<file path="src/rtl/serializer_link_sequencer.sv">
// TMDS serializer bring-up sequencer: lock qualification, serdes reset,
// settle, blanking training, then pass-through of encoded words.
//
// Ports:
//   clk_pixel        pixel clock, all logic on its rising edge
//   reset            synchronous active-high reset
//   pll_locked       raw MMCM lock (asynchronous, synchronized inside)
//   retrain          single-cycle request to restart from RESET_SERDES
//   tmds_in          per-channel encoded 10-bit words
//   tmds_out         per-channel words to the serializer (registered)
//   serdes_rst       serializer reset (registered)
//   serdes_oce       serializer output clock enable (registered)
//   ready            link is in RUN (registered)
//   state            debug state code
//   lock_loss_count  saturating count of lock losses outside WAIT_LOCK
module serializer_link_sequencer #(
   parameter int          NUM_CHANNELS       = 3,
   parameter int          LOCK_STABLE_CYCLES = 1024,
   parameter int          RST_CYCLES         = 16,
   parameter int          SETTLE_CYCLES      = 8,
   parameter int          TRAIN_CYCLES       = 64,
   parameter logic [9:0]  BLANK_WORD         = 10'b1101010100
) (
   input  logic       clk_pixel,
   input  logic       reset,
   input  logic       pll_locked,
   input  logic       retrain,
   input  logic [9:0] tmds_in [NUM_CHANNELS-1:0],
   output logic [9:0] tmds_out [NUM_CHANNELS-1:0],
   output logic       serdes_rst,
   output logic       serdes_oce,
   output logic       ready,
   output logic [2:0] state,
   output logic [7:0] lock_loss_count
);

   localparam int MAX_A = (LOCK_STABLE_CYCLES > RST_CYCLES) ?
                          LOCK_STABLE_CYCLES : RST_CYCLES;
   localparam int MAX_B = (SETTLE_CYCLES > TRAIN_CYCLES) ?
                          SETTLE_CYCLES : TRAIN_CYCLES;
   localparam int MAX_P = (MAX_A > MAX_B) ? MAX_A : MAX_B;
   localparam int CNT_W = (MAX_P > 1) ? $clog2(MAX_P) : 1;

   localparam logic [CNT_W-1:0] L_LAST = CNT_W'(LOCK_STABLE_CYCLES - 1);
   localparam logic [CNT_W-1:0] R_LAST = CNT_W'(RST_CYCLES - 1);
   localparam logic [CNT_W-1:0] S_LAST = CNT_W'(SETTLE_CYCLES - 1);
   localparam logic [CNT_W-1:0] T_LAST = CNT_W'(TRAIN_CYCLES - 1);

   typedef enum logic [2:0] {
      ST_WAIT_LOCK    = 3'd0,
      ST_RESET_SERDES = 3'd1,
      ST_SETTLE       = 3'd2,
      ST_TRAIN        = 3'd3,
      ST_RUN          = 3'd4
   } state_t;

   logic [1:0]       sync_q, sync_d;
   logic             locked_s;
   state_t           state_q, state_d;
   logic [CNT_W-1:0] cnt_q, cnt_d;
   logic [7:0]       llc_q, llc_d;
   logic             rst_q, rst_d;
   logic             oce_q, oce_d;
   logic             ready_q, ready_d;
   logic [9:0]       tmds_q [NUM_CHANNELS-1:0];
   logic [9:0]       tmds_d [NUM_CHANNELS-1:0];

   assign sync_d   = {sync_q[0], pll_locked};
   assign locked_s = sync_q[1];

   always_comb begin
      state_d = state_q;
      cnt_d   = cnt_q + 1'b1;
      llc_d   = llc_q;
      unique case (state_q)
         ST_WAIT_LOCK: begin
            // Any dip in lock restarts the stability window.
            if (!locked_s) begin
               cnt_d = '0;
            end else if (cnt_q == L_LAST) begin
               state_d = ST_RESET_SERDES;
               cnt_d   = '0;
            end
         end
         ST_RESET_SERDES: begin
            if (!locked_s) begin
               state_d = ST_WAIT_LOCK;
               cnt_d   = '0;
               if (llc_q != 8'hFF) llc_d = llc_q + 8'd1;
            end else if (cnt_q == R_LAST) begin
               state_d = ST_SETTLE;
               cnt_d   = '0;
            end
         end
         ST_SETTLE, ST_TRAIN, ST_RUN: begin
            // Lock loss outranks retrain, which outranks timer expiry.
            if (!locked_s) begin
               state_d = ST_WAIT_LOCK;
               cnt_d   = '0;
               if (llc_q != 8'hFF) llc_d = llc_q + 8'd1;
            end else if (retrain) begin
               state_d = ST_RESET_SERDES;
               cnt_d   = '0;
            end else if (state_q == ST_SETTLE && cnt_q == S_LAST) begin
               state_d = ST_TRAIN;
               cnt_d   = '0;
            end else if (state_q == ST_TRAIN && cnt_q == T_LAST) begin
               state_d = ST_RUN;
               cnt_d   = '0;
            end else if (state_q == ST_RUN) begin
               cnt_d = '0;
            end
         end
         default: begin
            state_d = ST_WAIT_LOCK;
            cnt_d   = '0;
         end
      endcase

      // Outputs are decoded from the next state so they are registered
      // together with it and always match the visible state.
      rst_d   = (state_d == ST_WAIT_LOCK) || (state_d == ST_RESET_SERDES);
      oce_d   = (state_d == ST_TRAIN) || (state_d == ST_RUN);
      ready_d = (state_d == ST_RUN);
      for (int i = 0; i < NUM_CHANNELS; i++) begin
         tmds_d[i] = (state_d == ST_RUN) ? tmds_in[i] : BLANK_WORD;
      end
   end

   always_ff @(posedge clk_pixel) begin
      if (reset) begin
         sync_q  <= '0;
         state_q <= ST_WAIT_LOCK;
         cnt_q   <= '0;
         llc_q   <= '0;
         rst_q   <= 1'b1;
         oce_q   <= 1'b0;
         ready_q <= 1'b0;
         for (int i = 0; i < NUM_CHANNELS; i++) begin
            tmds_q[i] <= BLANK_WORD;
         end
      end else begin
         sync_q  <= sync_d;
         state_q <= state_d;
         cnt_q   <= cnt_d;
         llc_q   <= llc_d;
         rst_q   <= rst_d;
         oce_q   <= oce_d;
         ready_q <= ready_d;
         for (int i = 0; i < NUM_CHANNELS; i++) begin
            tmds_q[i] <= tmds_d[i];
         end
      end
   end

   assign tmds_out        = tmds_q;
   assign serdes_rst      = rst_q;
   assign serdes_oce      = oce_q;
   assign ready           = ready_q;
   assign state           = state_q;
   assign lock_loss_count = llc_q;

endmodule

</file>
<file path="config.mk">
export PLATFORM = sky130hd
export DESIGN_NAME = serializer_link_sequencer
export DESIGN_NICKNAME = d
export VERILOG_FILES = /design/src/rtl/serializer_link_sequencer.sv
export SDC_FILE = /design/constraint.sdc
export NUM_CORES = 1
export LEC_CHECK = 0
export ABC_CLOCK_PERIOD_IN_PS = 2300
export CORE_MARGIN = 1.5
export CORE_UTILIZATION = 40
export DETAILED_ROUTE_END_ITERATION = 6
export PLACE_DENSITY = 0.79
export RECOVER_POWER = 100
export SYNTH_ARGS = -nofsm -noshare
export SYNTH_HDL_FRONTEND = slang
export SYNTH_SLANG_ARGS = --single-unit
</file>
<file path="constraint.sdc">
create_clock -name clk_pixel -period 2.3 [get_ports clk_pixel]
set_input_delay 0.46 -clock clk_pixel [delete_from_list [all_inputs] [get_ports clk_pixel]]
set_output_delay 0.46 -clock clk_pixel [all_outputs]
set_load 0.03 [all_outputs]
</file>
==> flow_summary_export.csv, run 1 <==
group,metric,value,unit
status,status,"finished, final reports clean",
timing,tightestPinTransition,492,ps
cts,clockBufferDepth,2,
cells_and_area,fill_cells,431,
floorplan,core_area,4750,sq um
cts,hold_buffers,0,
pwr,p_total,1.59,mW
yosys,synth_cells,192,
critical_path,critPathTopFamily,"buffers and inverters",
grt,grt_pass1_wl,6380,um
cts,clock_latency,310,ps
cts,clk_pin_slew_worst_paths,100,ps
pwr,irDropWorstVdd,375,uV
cells_and_area,finalNetCount,307,
yosys,synth_nets,228,
grt,grt_pass1_vias,1445,
critical_path,slowest_delay,790,ps
timing,max_freq,485,MHz
critical_path,path_cells,"dlygate4sd3_1",
route,firstDrtPassIters,4,
timing,skew,7.15,ps
critical_path,critPathSlowestCell,"dlygate4sd3_1",
yosys,synth-seq-area-share,56.6,%
placement,gp_congestion,0.814,
route,routed_wl,4110,um
cts,cts_tree,"done",
timing,rsz0062_at_grt,"false",
hold_path,hold_depth,1,
placement,hpwl,2980,um
cells_and_area,final_common_cell,"dfxtp_1",
route,drc,0,
cts,htree_levels,2,
timing,hold_viol_final,0,
floorplan,start_util,41.7,%
yosys,synth-seq-cells,56,
hold_path,hold_class,"reg2reg",
cts,cts_setup_buffers,0,
cells_and_area,fin_util,60.8,%
critical_path,cp-start-kind,"flop",
hold_path,hold_start,"sync_q[0]",
critical_path,worstSetupEndpointType,"output pin",
cts,post_cts_resized,0,
critical_path,crit_fanout,9,
route,vias,1594,
cells_and_area,final_cell_mix,"56 x dfxtp_1, 45 x dlygate4sd3_1, 32 x clkdlybuf4s50_1",
route,drt_iter0_markers,37,
timing,max_slew_margin,67.2,%
timing,setup_viol_count_final,0,
pwr,p_per_area,550,nW/um^2
grt,grt_antenna_before_repair,0,
hold_path,min_to,"sync_q[1]",
grt,grt.total_usage,15.6,%
floorplan,die_h,73.4,um
critical_path,reg2reg_setup_slack,340,ps
yosys,netlist_area,1980,sq um
timing,tns,0,ps
floorplan,rows,25,
timing,hold_ws,450,ps
timing,drv_slew,0,
yosys,avgSynthCellArea,10.3,sq um
critical_path,r2r-end,"serdes_oce",
job,maxCapViolCount,0,
critical_path,arrival,1600,ps
floorplan,ioPinCount,78,
floorplan,dieArea,5380,sq um
critical_path,critPathKind,"reg2out",
timing,period_share,89.7,%
floorplan,die_w,73.4,um
placement,port_buffers,77,
cells_and_area,antenna_cells,0,
critical_path,cp.buffers_inverters,1,
critical_path,crit_required,1840,ps
critical_path,rr_worst_depth,6,
timing,period_needed,2060,ps
route,final_antenna_net_count,0,
grt,grt_start_max_net_pins,34,
yosys,synth_cell_type_count,34,
cts,cts_buffers,5,
placement,dp_cells,331,
pwr,leakage,1.12,nW
yosys,yosys_warnings,0,
route,via_per_inst,4.70,
cts,cts.sinks,56,
cts,clockRootBuffer,"clkbuf_8",
cells_and_area,layout-drive-gt1-share,4.41,%
critical_path,rr_startpoint,"cnt_q[0]",
grt,grt_overflow,0,
cells_and_area,syn_to_final_growth,45.9,%
cells_and_area,fin_cells,339,
route,wire_per_inst,12.1,um
-- worst max-delay path by stage --
| stage | from | end | slack (ps) | cells after the start |
|---|---|---|---|---|
| 2_1_floorplan | cnt_q[0] | tmds_out[10] | 570 | 7 |
| 3_3_place_gp | reset | serdes_oce | 440 | 5 |
| 3_5_place_dp | cnt_q[0] | cnt_q[4] | 410 | 6 |
| 4_1_cts | state[0] | state[0] | 270 | 1 |
| 5_1_grt | cnt_q[0] | tmds_out[27] | 140 | 6 |
| 6_report | state[0] | state[0] | 240 | 1 |
-- cell usage after synthesis --
cell	count	area (sq um)
nor3b_1	1	7.51
nand2_1	9	33.8
o21bai_1	1	7.51
o21ai_0	2	10.0
and3_4	1	11.3
clkbuf_1	1	3.75
o2111a_1	1	11.3
nand3_1	3	15.0
dfxtp_1	56	1120
nor2_1	23	86.3
a31o_2	2	17.5
buf_4	2	15.0
a211oi_1	2	15.0
a21o_1	2	15.0
nand2b_1	17	106
and2_1	17	106
xnor2_1	7	61.3
ha_1	2	25.0
nor2b_1	4	25.0
buf_2	2	10.0
nand4_1	7	43.8
nor4bb_1	1	10.0
mux2i_1	1	10.0
and3_1	7	43.8
buf_6	1	11.3
a31oi_1	2	12.5
or3b_1	1	8.76
nor3_1	1	5.00
xor2_1	8	70.1
inv_1	3	11.3
o211ai_1	1	7.51
nor4_4	1	21.3
and4_1	1	8.76
or3_1	2	12.5
-- per-layer routing --
metal	part of all wire [%]	GRT usage, %	routed length [um]	up-vias
li1	-	-	-	790
met3	8.3	4.94	340	7
met1	44	17.9	1820	728
met2	45	26.2	1860	69
met4	2.2	7.41	92	0
met5	0	0	0	-
-- state kept, by name, indices dropped and copies added (netlist names) --
signal,flops
tmds_out,30
cnt_q,10
serdes_rst,1
lock_loss_count,8
sync_q,2
state,3
ready,1
serdes_oce,1
-- kinds of logic (layout without fill, tap and decap cells) --
| kind of cell | count (synthesis) | count (layout) | share of synthesized area, % |
|---|---|---|---|
| AOI/OAI and AO/OA | 13 | 13 | 4.86 |
| xor gates and xnor gates | 15 | 15 | 6.63 |
| adders and majority gates | 2 | 2 | 1.26 |
| buffers and inverters | 9 | 89 | 2.59 |
| DFF | 56 | 56 | 56.6 |
| muxes | 1 | 1 | 0.505 |
| and+or+nand+nor | 96 | 96 | 27.5 |
-- through the flow --
stage	setup slack, ps	instance area (sq um)
after floorplan	570	1980
after global placement	441	2800
after detailed placement	408	2800
after CTS	271	2900
after global routing	143	2890
final	236	2890
-- where the power goes --
| group | internal (mW) | switching [mW] |
|---|---|---|
| logic | 0.0540 | 0.0121 |
| registers | 0.971 | 0.000942 |
| clock network | 0.222 | 0.329 |
-- cell type report --
type,count,area [sq um],share of cell area [%]
flip-flops and latches,56,1120,38.8
clock inverters,3,25.0,0.866
multi-input cells,127,805,27.8
clock buffers,5,68.8,2.38
well taps,67,83.8,2.90
inverters,3,11.3,0.390
repair buffers,78,774,26.8
Power figures use the tool's default switching activity.
==> run 2: changes to the inputs <==
- SLEW_MARGIN: unset -> 25
==> results of run 2 <==
The final DEF is identical to that of run 1; final timing and power are the same.
==> run 3: changes to the inputs <==
- CORE_MARGIN: 1.5 -> unset
- CORE_UTILIZATION: 40 -> 33
- PLACE_DENSITY: 0.79 -> 0.67
==> run 3 against run 2 <==
  * Total power shrank 0.48%
  * Maximum frequency rose by 1.7%
  * Register-to-register slack is essentially flat
  * Cell count grew 1.8%
  * Highest routed layer unchanged
  * Clock power fell by 1%
  * Via count is 3.6% lower
  * Critical endpoint unchanged
  * Flip-flop and latch count unchanged
  * Clock skew is 1.1 ps lower
  * Count of clock-buffer cells in the layout rose by 2
==> flow_summary_export.csv, run 3 (synthesis gave the netlist of run 1 again) <==
group,metric,value,unit
cts,cts_tree,"done",
cells_and_area,final_cell_mix,"56 x dfxtp_1, 45 x dlygate4sd3_1, 32 x clkdlybuf4s50_1",
timing,skew,6.08,ps
pwr,irDropWorstVdd,231,uV
cts,htree_levels,2,
floorplan,rows,27,
cells_and_area,finalNetCount,308,
route,final_antenna_net_count,0,
critical_path,critPathTopFamily,"buffers and inverters",
floorplan,die_h,79.5,um
floorplan,ioPinCount,78,
timing,period_share,88.2,%
timing,rsz0062_at_grt,"false",
critical_path,rr_worst_depth,6,
cells_and_area,antenna_cells,0,
critical_path,cp-start-kind,"flop",
critical_path,crit_fanout,9,
floorplan,dieArea,6320,sq um
timing,hold_ws,443,ps
timing,tightestPinTransition,508,ps
critical_path,crit_required,1840,ps
critical_path,cp.depth,1,
timing,tns,0,ps
timing,drv_slew,0,
timing,max_slew_margin,66.1,%
pwr,p_per_area,545,nW/um^2
floorplan,die_w,79.5,um
critical_path,cp.buffers_inverters,1,
cells_and_area,largest_reg_flops,30,
pwr,leakage,1.13,nW
cts,clock_latency,300,ps
critical_path,worstSetupEndpointType,"output pin",
grt,grt.total_usage,12.9,%
critical_path,critPathSlowestCell,"dlygate4sd3_1",
timing,hold_viol_final,0,
grt,grt_overflow,0,
job,maxCapViolCount,0,
critical_path,worstSetupEndpoint,"state[0]",
route,via_per_inst,4.46,
critical_path,slowest_delay,790,ps
critical_path,crit_start,"state[0]",
status,status,"finished, final reports clean",
floorplan,core_area,5640,sq um
grt,grt_antenna_before_repair,0,
grt,grt_start_max_net_pins,34,
cts,cts_setup_buffers,0,
route,drt_iter0_markers,39,
cts,clk_pin_slew_worst_paths,90,ps
critical_path,r2r-end,"tmds_out[25]",
placement,dpl_cell_area,2820,sq um
timing,max_freq,493,MHz
critical_path,critPathKind,"reg2out",
pwr,p_total,1.58,mW
critical_path,arrival,1570,ps
grt,grt_pass1_vias,1352,
cells_and_area,final_cell_area,2900,sq um
cts,clockRootBuffer,"clkbuf_8",
critical_path,path_cells,"dlygate4sd3_1",
timing,period_needed,2030,ps
cells_and_area,final_common_cell,"dfxtp_1",
route,vias,1537,
timing,setup_viol_count_final,0,
route,wire_per_inst,11.6,um
placement,gp_congestion,0.770,
cells_and_area,layout-drive-gt1-share,4.40,%
route,routed_wl,4000,um
cts,clockBufferDepth,2,
grt,grt_pass1_wl,6320,um
cells_and_area,syn_to_final_growth,46.6,%
cts,cts_buffers,5,
hold_path,hold_class,"reg2reg",
critical_path,reg2reg_setup_slack,330,ps
floorplan,start_util,35.1,%
route,drc,0,
route,firstDrtPassIters,4,
placement,port_buffers,77,
critical_path,rr_startpoint,"cnt_q[0]",
cts,hold_buffers,0,
cts,cts.sinks,56,
cts,post_cts_resized,0,
placement,hpwl,2980,um
[run 3: cell count changes in the layout (fill, tap and decap cells not counted)]
cell	change
buf_4	+1
clkbuf_8	+1
and2_1	+1
inv_6	-2
clkbuf_1	+1
and2_0	-1
[run 3: per-stage QoR]
step	setup WS [ps]	utilization, %	cells
2_1_floorplan	570	-	192
3_3_place_gp	425	49.9	337
3_5_place_dp	414	49.9	337
4_1_cts	315	51.6	345
5_1_grt	139	51.5	345
6_report	272	51.5	345
[run 3: layout make-up]
class                   instances  area (sq um)
inverters                       3          11.3
clock buffers                   7          86.3
well taps                      72          90.1
repair buffers                 79           782
clock inverters                 1          7.51
multi-input cells             127           805
flip-flops and latches         56          1120
fillers                       534          2740
[run 3: worst min-delay path by stage]
| stage | to | startpoint | cells past startpoint | slack, ps |
|---|---|---|---|---|
| CTS | sync_q[1] | sync_q[0] | 1 | 450 |
| global placement | sync_q[1] | sync_q[0] | 1 | 420 |
| global route | sync_q[1] | sync_q[0] | 1 | 470 |
| floorplan | sync_q[1] | sync_q[0] | 1 | 410 |
| detailed placement | sync_q[1] | sync_q[0] | 1 | 420 |
| finish | sync_q[1] | sync_q[0] | 1 | 440 |
[run 3: layer usage]
| layer | up-vias | routed length (um) | track usage [%] |
|---|---|---|---|
| li1 | 793 | - | - |
| met1 | 683 | 1930 | 16.6 |
| met2 | 56 | 1730 | 20.0 |
| met3 | 5 | 275 | 3.89 |
| met4 | 0 | 57 | 4.91 |
| met5 | - | 0 | 0 |
[run 3: report_power, final]
group	total (mW)	internal (mW)	switching, mW
registers	0.972	0.971	0.000929
logic	0.0661	0.0540	0.0121
clock network	0.544	0.245	0.299
total	1.58	1.27	0.312
